`config.mk`:
```
export PLATFORM = sky130hd
export DESIGN_NAME = addr_bus_arbiter
export DESIGN_NICKNAME = d
export VERILOG_FILES = /design/src/rtl/addr_bus_arbiter.sv
export SDC_FILE = /design/constraint.sdc
export NUM_CORES = 1
export LEC_CHECK = 0
export CORE_MARGIN = 2
export CORE_UTILIZATION = 42
export DETAILED_ROUTE_END_ITERATION = 8
export PLACE_DENSITY = 0.87
export SYNTH_ARGS = -nofsm -noshare
export SYNTH_HDL_FRONTEND = slang
export SYNTH_SLANG_ARGS = --single-unit
```
`constraint.sdc`:
```
create_clock -name clk -period 4 [get_ports clk]
set_input_delay 0.6 -clock clk [delete_from_list [all_inputs] [get_ports clk]]
set_output_delay 0.6 -clock clk [all_outputs]
set_load 0.01 [all_outputs]
```
`src/rtl/addr_bus_arbiter.sv`:
```
// -----------------------------------------------------------------------------
// addr_bus_arbiter
//
// Shares the on-chip register bus among NUM_MASTERS requesters. The bus has a
// 31-bit address and 32-bit data. The requesters are the XLink data processor,
// the USB command engine and spare ports. Grants rotate round-robin.
//
// Each granted request becomes one single-cycle rd_strobe/wr_strobe bus cycle.
// Slave read data is captured RD_LATENCY cycles after the strobe. It is then
// returned to the owner together with a one-cycle m_ack pulse.
//
// Transaction sequence: IDLE -> STROBE -> WAIT -> ACK -> IDLE
//
// Ports
//   clk          system clock
//   reset_n      asynchronous active-low reset
//   m_req        per-master request (level)
//   m_we         per-master direction, 1 = write
//   m_lock       per-master lock request (used only with ADDR_ARB_LOCK_EN)
//   m_addr       flattened addresses, master i at [31*i+30:31*i]
//   m_wdata      flattened write data, master i at [32*i+31:32*i]
//   m_ack        one-hot completion pulse
//   m_rdata      read data, valid with m_ack, held until the next capture
//   addr_bus     shared bus address (0 when idle)
//   data_bus_wr  shared bus write data (0 when idle)
//   data_bus_rd  OR-combined slave read data
//   wr_strobe    single-cycle write strobe
//   rd_strobe    single-cycle read strobe
//   grant        one-hot current owner, 0 when idle
//
// Build option
//   ADDR_ARB_LOCK_EN
//     When defined, an owner that holds m_lock high in its ACK cycle keeps
//     the bus for its next transaction (used for atomic read-modify-write).
//     When undefined, m_lock is ignored and arbitration is pure round robin.
// -----------------------------------------------------------------------------
module addr_bus_arbiter #(
   parameter int NUM_MASTERS = 2,
   parameter int RD_LATENCY  = 1
) (
   input  logic                      clk,
   input  logic                      reset_n,
   input  logic [NUM_MASTERS-1:0]    m_req,
   input  logic [NUM_MASTERS-1:0]    m_we,
   input  logic [NUM_MASTERS-1:0]    m_lock,
   input  logic [31*NUM_MASTERS-1:0] m_addr,
   input  logic [32*NUM_MASTERS-1:0] m_wdata,
   output logic [NUM_MASTERS-1:0]    m_ack,
   output logic [31:0]               m_rdata,
   output logic [30:0]               addr_bus,
   output logic [31:0]               data_bus_wr,
   input  logic [31:0]               data_bus_rd,
   output logic                      wr_strobe,
   output logic                      rd_strobe,
   output logic [NUM_MASTERS-1:0]    grant
);

   localparam int IDX_W = (NUM_MASTERS > 1) ? $clog2(NUM_MASTERS) : 1;
   localparam int CNT_W = 3;

   typedef enum logic [1:0] {
      ST_IDLE   = 2'd0,
      ST_STROBE = 2'd1,
      ST_WAIT   = 2'd2,
      ST_ACK    = 2'd3
   } state_t;

   state_t                 state_q,       state_d;
   logic [IDX_W-1:0]       rr_last_q,     rr_last_d;
   logic [IDX_W-1:0]       win_q,         win_d;
   logic                   we_q,          we_d;
   logic [CNT_W-1:0]       cnt_q,         cnt_d;
   logic [NUM_MASTERS-1:0] m_ack_q,       m_ack_d;
   logic [31:0]            m_rdata_q,     m_rdata_d;
   logic [30:0]            addr_bus_q,    addr_bus_d;
   logic [31:0]            data_bus_wr_q, data_bus_wr_d;
   logic                   wr_strobe_q,   wr_strobe_d;
   logic                   rd_strobe_q,   rd_strobe_d;
   logic [NUM_MASTERS-1:0] grant_q,       grant_d;

   logic [NUM_MASTERS-1:0] elig_s;
   logic                   found_s;
   logic [IDX_W-1:0]       pick_s;
   logic [IDX_W-1:0]       idx_s;

`ifdef ADDR_ARB_LOCK_EN
   logic                   lock_q, lock_d;
`else
   logic                   unused_lock_s;
   assign unused_lock_s = ^m_lock;
`endif

   function automatic logic [NUM_MASTERS-1:0] onehot(input logic [IDX_W-1:0] idx);
      logic [NUM_MASTERS-1:0] vec;
      vec      = '0;
      vec[idx] = 1'b1;
      return vec;
   endfunction

   // Eligible requesters: under a live lock only the current owner may compete.
   always_comb begin
      elig_s = m_req;
`ifdef ADDR_ARB_LOCK_EN
      // The lock is live only while the owner keeps m_lock high.
      // Dropping it in IDLE frees the bus in that same cycle.
      if (lock_q && m_lock[win_q]) begin
         elig_s        = '0;
         elig_s[win_q] = m_req[win_q];
      end else begin
         elig_s = m_req;
      end
`endif
   end

   // Round-robin search: first eligible master upward from rr_last+1, wrapping.
   always_comb begin
      found_s = 1'b0;
      pick_s  = rr_last_q;
      idx_s   = rr_last_q;
      for (int i = 1; i <= NUM_MASTERS; i++) begin
         idx_s = IDX_W'((int'(rr_last_q) + i) % NUM_MASTERS);
         if (!found_s && elig_s[idx_s]) begin
            found_s = 1'b1;
            pick_s  = idx_s;
         end else begin
            found_s = found_s;
         end
      end
   end

   // Next-state logic of the bus-cycle sequencer.
   always_comb begin
      state_d = state_q;
      case (state_q)
         ST_IDLE: begin
            if (found_s) begin
               state_d = ST_STROBE;
            end else begin
               state_d = ST_IDLE;
            end
         end
         ST_STROBE: state_d = ST_WAIT;
         ST_WAIT: begin
            if (cnt_q == 3'd0) begin
               state_d = ST_ACK;
            end else begin
               state_d = ST_WAIT;
            end
         end
         ST_ACK:  state_d = ST_IDLE;
         default: state_d = ST_IDLE;
      endcase
   end

   // Output/datapath logic.
   // Every output is computed one cycle ahead, so all outputs come straight
   // from flops.
   always_comb begin
      rr_last_d     = rr_last_q;
      win_d         = win_q;
      we_d          = we_q;
      cnt_d         = cnt_q;
      m_ack_d       = '0;
      m_rdata_d     = m_rdata_q;
      addr_bus_d    = addr_bus_q;
      data_bus_wr_d = data_bus_wr_q;
      wr_strobe_d   = 1'b0;
      rd_strobe_d   = 1'b0;
      grant_d       = grant_q;
`ifdef ADDR_ARB_LOCK_EN
      lock_d        = lock_q;
`endif
      case (state_q)
         ST_IDLE: begin
`ifdef ADDR_ARB_LOCK_EN
            if (lock_q && !m_lock[win_q]) begin
               lock_d = 1'b0;
            end else begin
               lock_d = lock_q;
            end
`endif
            if (found_s) begin
               win_d         = pick_s;
               rr_last_d     = pick_s;
               we_d          = m_we[pick_s];
               addr_bus_d    = m_addr[31*int'(pick_s) +: 31];
               data_bus_wr_d = m_wdata[32*int'(pick_s) +: 32];
               grant_d       = onehot(pick_s);
               wr_strobe_d   = m_we[pick_s];
               rd_strobe_d   = !m_we[pick_s];
            end else begin
               addr_bus_d    = 31'h0;
               data_bus_wr_d = 32'h0;
               grant_d       = '0;
            end
         end
         ST_STROBE: begin
            cnt_d = CNT_W'(RD_LATENCY - 1);
         end
         ST_WAIT: begin
            if (cnt_q == 3'd0) begin
               // Writes return zero; the read bus is not meaningful for them.
               m_rdata_d = we_q ? 32'h0 : data_bus_rd;
               m_ack_d   = onehot(win_q);
            end else begin
               cnt_d = cnt_q - 3'd1;
            end
         end
         ST_ACK: begin
            addr_bus_d    = 31'h0;
            data_bus_wr_d = 32'h0;
            grant_d       = '0;
`ifdef ADDR_ARB_LOCK_EN
            lock_d        = m_lock[win_q];
`endif
         end
         default: begin
            addr_bus_d    = 31'h0;
            data_bus_wr_d = 32'h0;
            grant_d       = '0;
         end
      endcase
   end

   // State register.
   always_ff @(posedge clk or negedge reset_n) begin
      if (!reset_n) begin
         state_q <= ST_IDLE;
      end else begin
         state_q <= state_d;
      end
   end

   // Datapath and output registers.
   // Reset clears any bus cycle in flight, so no ack is ever delivered for it.
   always_ff @(posedge clk or negedge reset_n) begin
      if (!reset_n) begin
         rr_last_q     <= IDX_W'(NUM_MASTERS - 1);
         win_q         <= '0;
         we_q          <= 1'b0;
         cnt_q         <= 3'd0;
         m_ack_q       <= '0;
         m_rdata_q     <= 32'h0;
         addr_bus_q    <= 31'h0;
         data_bus_wr_q <= 32'h0;
         wr_strobe_q   <= 1'b0;
         rd_strobe_q   <= 1'b0;
         grant_q       <= '0;
      end else begin
         rr_last_q     <= rr_last_d;
         win_q         <= win_d;
         we_q          <= we_d;
         cnt_q         <= cnt_d;
         m_ack_q       <= m_ack_d;
         m_rdata_q     <= m_rdata_d;
         addr_bus_q    <= addr_bus_d;
         data_bus_wr_q <= data_bus_wr_d;
         wr_strobe_q   <= wr_strobe_d;
         rd_strobe_q   <= rd_strobe_d;
         grant_q       <= grant_d;
      end
   end

`ifdef ADDR_ARB_LOCK_EN
   // Lock-held flag for the current owner.
   always_ff @(posedge clk or negedge reset_n) begin
      if (!reset_n) begin
         lock_q <= 1'b0;
      end else begin
         lock_q <= lock_d;
      end
   end
`endif

   assign m_ack       = m_ack_q;
   assign m_rdata     = m_rdata_q;
   assign addr_bus    = addr_bus_q;
   assign data_bus_wr = data_bus_wr_q;
   assign wr_strobe   = wr_strobe_q;
   assign rd_strobe   = rd_strobe_q;
   assign grant       = grant_q;

endmodule
```
==> out/metrics.csv <==
stage,metric,value,unit
clock_network,post-CTS setup buffer count,0,
synthesis,register area share after synthesis,0.5735,
timing,headroom to the max-slew limit,0.3524,
clock_network,Worst-path clk slew,0.07,ns
floorplanning,count of pins on the block boundary,267,
floorplanning,Die Span Y,110.4,um
clock_network,total clock buffers created by CTS,9,
critical_path,depth of the worst register-to-register path,4,
critical_path,reg-to-reg endpoint,addr_bus[2]$_DFFE_PN0P_,
global_route,global-route wire length before repair,21680,um
synthesis,Yosys warnings,0,
synthesis,Seq cells post-synth,109,
placement,number of buffers added on ports,264,
min_path,hold crit path type,input pin to async pin,
route,wire length after detailed routing,13360,um
critical_path,startpoint of the most critical register-to-register path,rr_last_q$_DFFE_PN1P_,
clock_network,number of buffers inserted for hold repair after clock tree synthesis,0,
clock_network,sink count of the clock tree,109,
cells_and_area,"leading cell type in the layout, fill and taps excluded",clkdlybuf4s50_1,
cells_and_area,layout net count,891,
cells_and_area,number of inserted diodes,0,
timing,worst hold margin,0.4207,ns
critical_path,crit path capture,addr_bus[2]$_DFFE_PN0P_,
global_route,number of global-route vias before repair,4432,
job,number of max-cap violations,0,
critical_path,nature of the critical path endpoint,flip-flop,
timing,setup repair after global routing missed its margin,false,
route,routed len/inst,15.46,um
synthesis,gate count after technology mapping,466,
timing,Max Clock Skew,0.004779,ns
critical_path,maximum fanout count along the critical path,20,
cells_and_area,number of fill cells,788,
synthesis,post-synthesis cell type count,21,
timing,Setup TNS Final,0,ns
floorplanning,Core Region,0.01094,mm2
critical_path,type of the setup path with the least slack,input pin to flip-flop,
clock_network,maximum buffer depth of the clock tree,2,
timing,post-route worst setup slack,1.553,ns
clock_network,maximum level of the CTS H-tree,3,
route,per-cell via count in the routed design,5.030,
route,DR DRC count,0,
cells_and_area,"commonest cells after routing, fill and taps aside","263 x clkdlybuf4s50_1, 135 x nand2_1, 108 x dfrtp_1",
timing,final number of max-transition violations,0,
placement,hpwl dp,10080,um
synthesis,Mapped Area,0.004758,mm2
placement,GPL Wtd Cong,0.8271,
floorplanning,initial core utilization,0.4351,
critical_path,critical path required time,4.19,ns
critical_path,launching element type of the critical path,input pin,
synthesis,total nets after synthesis,638,
synthesis,average footprint of a synthesized cell,10.21,um2
route,number of DRC violations after detailed-routing iteration 0,327,
timing,worst slew pin tran,0.9714,ns
timing,Achievable Freq,408.7,MHz
placement,minimum setup slack after placement,1.209,ns
global_route,initial antenna violation count,0,
route,count of vias placed by the detailed router,4346,
clock_network,"Clk Latency, worst-skew pair",0.33,ns
floorplanning,Horiz. Die Dim,110.4,um
clock_network,Root Buffer,clkbuf_16,
floorplanning,Die Outline Area,0.01220,mm2
clock_network,clock tree from TritonCTS,done,
route,First-pass DRT Iterations,5,
critical_path,Worst Setup SP,m_req[1],
global_route,remaining global-route overflow,0,
timing,number of setup violations in the final report,0,
power_and_ir_drop,static power due to leakage,3.438,nW
power_and_ir_drop,power density normalized to cell area,700.0,mW/mm2
critical_path,critical path data arrival time,2.64,ns
power_and_ir_drop,maximum vdd drop,406.9,uV
route,number of nets with antenna violations after detailed routing,0,
clock_network,cells resized by post-CTS repair,0,
floorplanning,number of standard-cell rows in the floorplan,38,
global_route,pin count of the biggest net entering global routing,81,
timing,portion of the clock cycle consumed by the worst path in the final layout,0.6117,
timing,final critical path time including I/O delays and setup,2.447,ns
critical_path,reg-to-reg setup timing slack,2.03,ns
cells_and_area,post-synthesis to final-layout area growth,64.40,%
global_route,total routing usage reported by global routing,0.2196,
cells_and_area,fraction of layout cells with a size suffix above 1,0.04144,
run_status,result of the run,"complete, no violations",
timing,Final Hold Vio Count,0,
==> sequential cells by signal (all words and copies together) (netlist names) <==
name / count
cnt_q: 3
win_q: 1
rd_strobe: 1
data_bus_wr: 32
addr_bus: 31
state_q: 2
m_ack: 2
wr_strobe: 1
we_q: 1
grant: 2
m_rdata: 32
rr_last_q: 1
==> area by class of cell <==
class	count	area, um2	area share
tap	140	175.2	0.02239
sequential	109	2729	0.3488
inverter	7	26.28	0.003359
clock buffer	9	225.2	0.02879
timing repair buffer	273	2720	0.3477
clock inverter	7	120.1	0.01536
multi-input combinational	319	1827	0.2335
==> layer usage <==
layer	GRT usage	share of wire	vias to the layer above
met2	0.3971	0.51	194
met5	0	0	-
li1	-	-	2060
met3	0.06367	0.084	20
met4	0.07583	0.017	0
met1	0.2466	0.39	2072
==> synthesized netlist by cell type, drive strengths merged <==
master	count	area [um2]
nor2	3	11.26
dfrtp	108	2703
o21ai	106	541.8
inv	7	26.28
mux2i	65	650.6
a22o	1	8.760
clkbuf	20	77.57
and3	1	6.260
nand2b	1	6.260
nand2	135	506.7
buf	11	112.6
nor2b	1	6.260
dfstp	1	26.28
ha	6	75.07
==> worst max-delay path: stages <==
cell,delay (ns)
clkdlybuf4s50_1,0.53
o21ai_4,0.75
buf_4,0.40
mux2i_1,0.26
o21ai_1,0.08
==> power by group <==
part           internal (mW)  leakage (nW)  switching (mW)
logic                   1.29          1.86            1.40
clock network          0.615         0.166           0.388
registers               1.55          1.41           0.232
==> cell families (layout without fill, tap and decap cells) <==
family                   Yosys count  after routing  share of synthesized area
AO/OA/AOI/OAI                    107            107                     0.1157
buffers and inverters             38            296                    0.04549
AND/OR/NAND/NOR                  141            141                     0.1128
adder cells (fa/ha/maj)            6              6                    0.01578
multiplexers                      65             65                     0.1367
flip-flops                       109            109                     0.5735
==> through the flow <==
stage / total power [mW] / instances / cell area (um2) / utilization
after floorplan: 3.231 / 466 / 4758 / -
after global placement: 4.413 / 848 / 7477 / 0.6838
after detailed placement: 4.518 / 848 / 7477 / 0.6838
after CTS: 5.543 / 864 / 7823 / 0.7153
after global routing: 5.867 / 864 / 7823 / 0.7153
final: 5.476 / 864 / 7823 / 0.7153
==> worst min path at each step <==
stage	start	slack [ns]	end
5_1_grt	win_q$_DFFE_PN0P_	0.49	m_ack[0]$_DFF_PN0_
3_5_place_dp	win_q$_DFFE_PN0P_	0.45	m_ack[0]$_DFF_PN0_
4_1_cts	reset_n	0.46	m_rdata[28]$_DFFE_PN0P_
6_report	reset_n	0.42	m_rdata[27]$_DFFE_PN0P_
2_1_floorplan	reset_n	0.30	addr_bus[0]$_DFFE_PN0P_
3_3_place_gp	win_q$_DFFE_PN0P_	0.44	m_ack[0]$_DFF_PN0_
No activity file was read; power rests on OpenSTA's default activity.
